`config.mk`:
```
export PLATFORM = sky130hd
export DESIGN_NAME = decoder_n_pulse_flat
export DESIGN_NICKNAME = d
export VERILOG_FILES = /design/src/rtl/decoder_n_pulse_pkg.sv /design/src/rtl/decoder_n_pulse_if.sv /design/src/rtl/decoder_n_pulse_hold_cnt.sv /design/src/rtl/decoder_n_pulse.sv /design/src/flat_wrapper.sv
export SDC_FILE = /design/constraint.sdc
export NUM_CORES = 1
export LEC_CHECK = 0
export BUFFER_PORTS_ARGS = -buffer_cell sky130_fd_sc_hd__buf_2
export CAP_MARGIN = 20
export CORE_AREA = 2 2 39 41
export CTS_BUF_LIST = sky130_fd_sc_hd__clkbuf_8
export CTS_CLUSTER_SIZE = 12
export DETAILED_ROUTE_END_ITERATION = 16
export DIE_AREA = 0 0 41 43
export PLACE_DENSITY = 0.49
export REMOVE_ABC_BUFFERS = 1
export SLEW_MARGIN = 15
export SYNTH_ARGS = -nofsm -noshare
export SYNTH_HDL_FRONTEND = slang
export SYNTH_SLANG_ARGS = --single-unit
```
`constraint.sdc`:
```
create_clock -name clk -period 1.3 [get_ports clk]
set_input_delay 0.325 -clock clk [delete_from_list [all_inputs] [get_ports clk]]
set_output_delay 0.325 -clock clk [all_outputs]
set_load 0.03 [all_outputs]
```
`src/rtl/decoder_n_pulse_pkg.sv`:
```
// Shared types and helpers for the one-hot pulse decoder.
// Holds the FSM state encoding and the hold-counter width function.
package decoder_pkg;

   typedef enum logic {
      DEC_IDLE   = 1'b0,
      DEC_ACTIVE = 1'b1
   } dec_state_t;

   // Counter must hold HOLD-1 down to zero; never narrower than one bit.
   function automatic int cnt_width(input int hold);
      int w;
      w = $clog2(hold + 1);
      return (w < 1) ? 1 : w;
   endfunction

endpackage

```
`src/rtl/decoder_n_pulse_if.sv`:
```
// Handshake and strobe bundle for decoder_n_pulse.
// The err line exists only when DEC_RANGE_CHECK_EN is defined.
interface decoder_n_pulse_if #(
   parameter int SEL_W = 2,
   parameter int OUT_N = 4
);
   logic             in_valid;
   logic             in_ready;
   logic [SEL_W-1:0] sel;
   logic [OUT_N-1:0] y;
   logic             busy;
   logic             done;
`ifdef DEC_RANGE_CHECK_EN
   logic             err;

   modport master (output in_valid, output sel,
                   input in_ready, input y, input busy, input done, input err);
   modport slave  (input in_valid, input sel,
                   output in_ready, output y, output busy, output done, output err);
`else
   modport master (output in_valid, output sel,
                   input in_ready, input y, input busy, input done);
   modport slave  (input in_valid, input sel,
                   output in_ready, output y, output busy, output done);
`endif
endinterface

```
`src/rtl/decoder_n_pulse_hold_cnt.sv`:
```
// Loadable hold-time down-counter with a zero flag (module decoder_hold_cnt).
// Load always restarts at HOLD-1; it stops at zero rather than wrapping.
module decoder_hold_cnt
   import decoder_pkg::*;
#(
   parameter int HOLD = 1
) (
   input  logic clk,
   input  logic rst_n,
   input  logic load,
   input  logic en,
   output logic zero
);
   localparam int CW = cnt_width(HOLD);
   localparam logic [CW-1:0] LOAD_VAL = CW'(HOLD - 1);

   logic [CW-1:0] cnt;

   always_ff @(posedge clk or negedge rst_n) begin
      if (!rst_n) begin
         cnt <= '0;
      end else if (load) begin
         cnt <= LOAD_VAL;
      end else if (en && (cnt != '0)) begin
         cnt <= cnt - 1'b1;
      end
   end

   assign zero = (cnt == '0);

endmodule

```
`src/rtl/decoder_n_pulse.sv`:
```
// Registered binary-to-one-hot decoder with valid/ready input and HOLD-cycle strobes.
// Optional out-of-range discard with err pulse: define DEC_RANGE_CHECK_EN.
//
// state      | meaning
// DEC_IDLE   | no line selected, ready for a code
// DEC_ACTIVE | one line held; ready again only in the last hold cycle
module decoder_n_pulse
   import decoder_pkg::*;
#(
   parameter int SEL_W = 2,
   parameter int OUT_N = 4,
   parameter int HOLD  = 1
) (
   input  logic             clk,
   input  logic             rst_n,
   decoder_n_pulse_if.slave bus
);
   dec_state_t       state;
   logic             zero;
   logic             accept;
   logic             range_ok;
   logic [OUT_N-1:0] y_dec;

`ifdef DEC_RANGE_CHECK_EN
   localparam logic [SEL_W:0] OUT_LIM = (SEL_W + 1)'(OUT_N);
   assign range_ok = ({1'b0, bus.sel} < OUT_LIM);
`else
   assign range_ok = 1'b1;
`endif

   // Gated by rst_n so ready drops immediately in reset yet is high on the first cycle after.
   assign bus.in_ready = rst_n & ((state == DEC_IDLE) | zero);
   assign bus.busy     = (state == DEC_ACTIVE);
   assign accept       = bus.in_valid & bus.in_ready;

   // Codes with no matching line decode to all-zero rather than wrapping.
   always_comb begin
      y_dec = '0;
      for (int k = 0; k < OUT_N; k++) begin
         if (bus.sel == SEL_W'(k)) y_dec[k] = 1'b1;
      end
   end

   decoder_hold_cnt #(.HOLD(HOLD)) u_hold_cnt (
      .clk   (clk),
      .rst_n (rst_n),
      .load  (accept & range_ok),
      .en    (state == DEC_ACTIVE),
      .zero  (zero)
   );

   always_ff @(posedge clk or negedge rst_n) begin
      if (!rst_n) begin
         state    <= DEC_IDLE;
         bus.y    <= '0;
         bus.done <= 1'b0;
`ifdef DEC_RANGE_CHECK_EN
         bus.err  <= 1'b0;
`endif
      end else begin
         bus.done <= 1'b0;
`ifdef DEC_RANGE_CHECK_EN
         bus.err  <= accept & ~range_ok;
`endif
         case (state)
            DEC_IDLE: begin
               if (accept && range_ok) begin
                  bus.y <= y_dec;
                  state <= DEC_ACTIVE;
               end
            end
            DEC_ACTIVE: begin
               if (zero) begin
                  bus.done <= 1'b1;
                  if (accept && range_ok) begin
                     bus.y <= y_dec;
                  end else begin
                     bus.y <= '0;
                     state <= DEC_IDLE;
                  end
               end
            end
            default: begin
               bus.y <= '0;
               state <= DEC_IDLE;
            end
         endcase
      end
   end

endmodule

```
`src/flat_wrapper.sv`:
```
// flat-port wrapper written by rule: the top's interface ports become plain ports
module decoder_n_pulse_flat import decoder_pkg::*;
#(
   parameter int SEL_W = 2,
   parameter int OUT_N = 4,
   parameter int HOLD  = 1
)
  (clk, rst_n, bus_in_valid, bus_sel, bus_in_ready, bus_y, bus_busy, bus_done);
  decoder_n_pulse_if #(.SEL_W(SEL_W), .OUT_N(OUT_N)) bus_i ();
  input  logic clk;
  input  logic rst_n;
  input wire logic [$bits(bus_i.in_valid)-1:0] bus_in_valid;
  input wire logic [$bits(bus_i.sel)-1:0] bus_sel;
  output wire logic [$bits(bus_i.in_ready)-1:0] bus_in_ready;
  output wire logic [$bits(bus_i.y)-1:0] bus_y;
  output wire logic [$bits(bus_i.busy)-1:0] bus_busy;
  output wire logic [$bits(bus_i.done)-1:0] bus_done;
  assign bus_i.in_valid = bus_in_valid;
  assign bus_i.sel = bus_sel;
  assign bus_in_ready = bus_i.in_ready;
  assign bus_y = bus_i.y;
  assign bus_busy = bus_i.busy;
  assign bus_done = bus_i.done;
  decoder_n_pulse #(.SEL_W(SEL_W), .OUT_N(OUT_N), .HOLD(HOLD)) u_core (.clk(clk), .rst_n(rst_n), .bus(bus_i));
endmodule
```
After elaboration in Yosys (flattened, before gate mapping):

Cells that the tools add are included.

* bits in registers: 7
* logic and storage cells: 34
* output and inout bits: 7
* input bits: 5

* add/subtract/negate cells: 1
* bitwise operators: 5
* eq/ne operators: 5
* multiplexer cells: 15
* reductions and logical operators: 4

Operators with widths (number)
* $mux 4: 3
* $mux 1: 10
* $pmux 4 s2: 1
* $eq 2x2->1 const B: 2
* $and 1x1->1: 2
* $eq 2x1->1 const B: 1
* $logic_not 2->1: 1
* $ne 2x1->1 const B: 1
* $ne 2x2->1 const B: 1
* $not 1->1: 2
* $pmux 1 s2: 1
* $reduce_and 2->1: 1
* $reduce_bool 2->1: 1
* $logic_and 1x1->1: 1
* $or 1x1->1: 1
* $sub 1x1->1 const B: 1

Logic depth before layout (Yosys ltp):

* depth in word-level cells: 7
* gate-level depth with buffers: 4
* depth with buffers taken out: 3

Cells and area by module:

From an unflattened synthesis, not the netlist that was laid out.

* cells, all modules: 29
* area total of the unflattened synthesis: 321.6 um^2

Modules (own cells, without submodules)
* decoder_n_pulse: area an instance 280.3 um^2, seq. area each 150.1 um^2, cells an instance 26, instances 1
* decoder_hold_cnt: area an instance 41.3 um^2, seq. area each 25.0 um^2, cells an instance 3, instances 1

Worst setup path after synthesis:

OpenSTA, ideal clock, no wires.

* path type: reg2out
* start point: reg u_core.state, in the netlist u_core.bus.busy
* end point: out bus_in_ready
* data required time: 0.975 ns
* stages on the path, launching flop included: 4
* path buffers: 1
* path slack: -0.070 ns
* arrival time: 1.045 ns
* path through: dfrtp_1 -> buf_2 -> nand2_1 -> and2_2

* word-level cells in the longest chain between the ends: 3

RTL lines
* from (decl): line decoder_n_pulse.sv:18 `dec_state_t state;`
* from (signal assigned): line decoder_n_pulse.sv:54 `state <= DEC_IDLE;`
* from (signal assigned): line decoder_n_pulse.sv:69 `state <= DEC_ACTIVE;`
* from (signal assigned): line decoder_n_pulse.sv:79 `state <= DEC_IDLE;`
* $not 1->1: line decoder_n_pulse.sv:32 `assign bus.in_ready = rst_n & ((state == DEC_IDLE) | zero);`
* $or 1x1->1: line decoder_n_pulse.sv:32
* $and 1x1->1: line decoder_n_pulse.sv:32
* to (decl): line flat_wrapper.sv:14 `output wire logic [$bits(bus_i.in_ready)-1:0] bus_in_ready;`

Every way passes these cells.

Final worst setup path:

Same ends and word-level chain as after synthesis.

==> flow_summary.json <==
{
  "dr.pass1.iters": 4,
  "synth_cell_types": 19,
  "tightest_slew_ps": 169.9,
  "die_w_um": 41,
  "cellPowerDensity_mw_per_mm2": 1306,
  "syn2layout_area_growth_pct": 45.88,
  "final_cell_mix": "9 x buf_2, 7 x dfrtp_1, 5 x buf_4",
  "synth_flop_cell": "dfrtp_1",
  "nets": 59,
  "antenna_cells": 0,
  "finalCritPeriodShare": 0.9770,
  "cts_root_buf": "clkbuf_8",
  "vias_per_cell": 4.826,
  "r2r-end": "u_core.bus.y[3]$_DFFE_PN0P_",
  "internal_power_uw": 484.5,
  "seqPwrFrac": 0.371,
  "hold_class": "in -> async",
  "core-area_mm2": 0.001384,
  "fin_util": 0.3680,
  "drc": 0,
  "clock_latency_ps": 230,
  "ff2ff_path_depth": 4,
  "reg2reg_slack_ps": 310,
  "final_antenna_net_count": 0,
  "maxCapViolCount": 0,
  "critPathKind": "reg -> out",
  "first_global_vias": 298,
  "fin_total_pwr_uw": 665.1,
  "cts_buffer_depth": 2,
  "wl_per_cell_um": 11.91,
  "postSynth.asyncResetShare": 1.000,
  "dr.first_iter.drc_count": 5,
  "cp_data_arrival_time_ps": 950,
  "syn_inst": 35,
  "clkTransAtPathRegs_ps": 40,
  "drive_gt1_frac": 0.3962,
  "ys_ff_latch": 7,
  "cp_max_fo": 2,
  "pwr-share-clk": 0.450,
  "htreeDepth": 1,
  "instances_no_fill": 69,
  "swShare": 0.2715,
  "p_sw_uw": 180.6,
  "fin_worst_skew_ps": 0.2266,
  "r2r-start": "u_core.u_hold_cnt.cnt$_DFFE_PN0P_",
  "ioPinCount": 12,
  "wl_um": 822,
  "syn_area_per_cell_um2": 9.974,
  "clock-sinks": 7,
  "seq_area_frac_synth": 0.5018,
  "critPathCaptureType": "output port",
  "start_kind": "flop",
  "gp_congestion": 0.6448,
  "synth_area_um2": 349.1,
  "grt_max_degree": 12,
  "fillers": 140,
  "outcome": "finished clean",
  "grt_antenna_before_repair": 0,
  "vias": 333,
  "finalHoldViolCount": 0,
  "synth_edf_count": 0,
  "grt_usage": 0.1194,
  "worstPathRequired_ps": 980,
  "dieArea_mm2": 0.001763,
  "final_common_cell": "buf_2",
  "rsz0062_at_grt": "true",
  "grt_pass1_wl_um": 1324,
  "finalCriticalPeriod_ps": 1270,
  "slew-limit-headroom": 0.8867,
  "initial_core_util": 0.2523,
  "cts_tree": "done",
  "rows": 14,
  "die_y_um": 43,
  "numPortBuffers": 11,
  "yosysWarnings": 0,
  "finalSetupViolations": 0,
  "slew_viol_final": 0,
  "dp.cells": 64,
  "overflow": 0,
  "p_comb_frac": 0.179,
  "cts_setup_buffers": 0,
  "vdd_drop_max_v": 0.0007084,
  "fmax_ghz": 0.7874,
  "leakagePower_nw": 0.2615,
  "cts_made_buffers": 3
}
==> Yosys cell counts (2+ instances only) <==
| cell type | count | area [µm²] |
|---|---|---|
| a21oi_1 | 4 | 20.02 |
| dfrtp_1 | 7 | 175.2 |
| nand3_1 | 3 | 15.01 |
| nand2_1 | 2 | 7.510 |
| and3_1 | 2 | 12.51 |
| o21ai_1 | 2 | 10.01 |
| o221ai_1 | 2 | 17.52 |
| buf_2 | 2 | 10.01 |
==> worst max-delay path, stage by stage (launching register included) <==
cell	delay, ps
dfrtp_1	360
nand2_1	90
and2_4	140
buf_6	120
==> metal layers <==
metal  track usage  part of all wire  vias up
met3       0.06283             0.074        2
li1              -                 -      165
met5             0                 0        -
met4       0.08000             0.015        0
met1        0.1617              0.48      155
met2        0.1406              0.43       11
==> cells by family after synthesis <==
family / count (synthesis) / share of synthesized area
DFF: 7 / 0.5018
and+or+nand+nor: 15 / 0.2724
muxes: 1 / 0.02867
buffers and inverters: 3 / 0.03942
AOI/OAI and AO/OA: 9 / 0.1577
==> registers in the layout (all words and copies together) (netlist names) <==
signal / count
u_core.bus.y: 4
u_core.bus.busy: 1
u_core.bus.done: 1
u_core.u_hold_cnt.cnt: 1
==> power groups by stage <==
stage	Sequential, mW	Combinational (mW)	Clock (mW)
final	0.246	0.119	0.300
after global routing	0.250	0.128	0.320
after CTS	0.246	0.118	0.309
after detailed placement	0.249	0.113	0
after global placement	0.249	0.113	0
after floorplan	0.284	0.0297	0
==> cell type report <==
| cell class | count | area (µm²) | share of cell area |
|---|---|---|---|
| repair buffers | 16 | 103.9 | 0.2039 |
| inverters | 1 | 3.754 | 0.007371 |
| flip-flops and latches | 7 | 175.2 | 0.3440 |
| clock inverters | 1 | 3.754 | 0.007371 |
| multi-input cells | 25 | 161.4 | 0.3170 |
| clock buffers | 3 | 41.29 | 0.08108 |
| well taps | 16 | 20.02 | 0.03931 |
==> how the worst max path moves through the flow <==
stage                                   to  slack (ps)                              start  cells after the start
2_1_floorplan                 bus_in_ready         -20          u_core.bus.busy$_DFF_PN0_                      2
3_3_place_gp   u_core.bus.y[2]$_DFFE_PN0P_         150                              rst_n                      5
3_5_place_dp   u_core.bus.y[2]$_DFFE_PN0P_         140                              rst_n                      5
4_1_cts                       bus_in_ready           6  u_core.u_hold_cnt.cnt$_DFFE_PN0P_                      3
5_1_grt                       bus_in_ready          -3          u_core.bus.busy$_DFF_PN0_                      3
6_report                      bus_in_ready          30          u_core.bus.busy$_DFF_PN0_                      3
==> what timing repair did <==
action | in CTS | in global routing
hold endpoints to repair | 1 | 0
setup endpoints to repair | 1 | 2
resized for setup | 2 | 3
pin swaps | 0 | 2
hold buffers | 1 | 0
==> metrics by stage <==
stage	area [µm²]	hold slack, ps	worst slack (ps)	TNS [ps]
floorplan	339.1	29.41	-21.63	-21.63
finish	509.2	67.47	29.93	0
global route	509.2	78.51	-3.307	-3.307
detailed placement	444.2	139.1	137.8	0
global placement	444.2	134.5	152.4	0
CTS	505.5	51.43	6.349	0
Power figures use the tool's default switching activity.
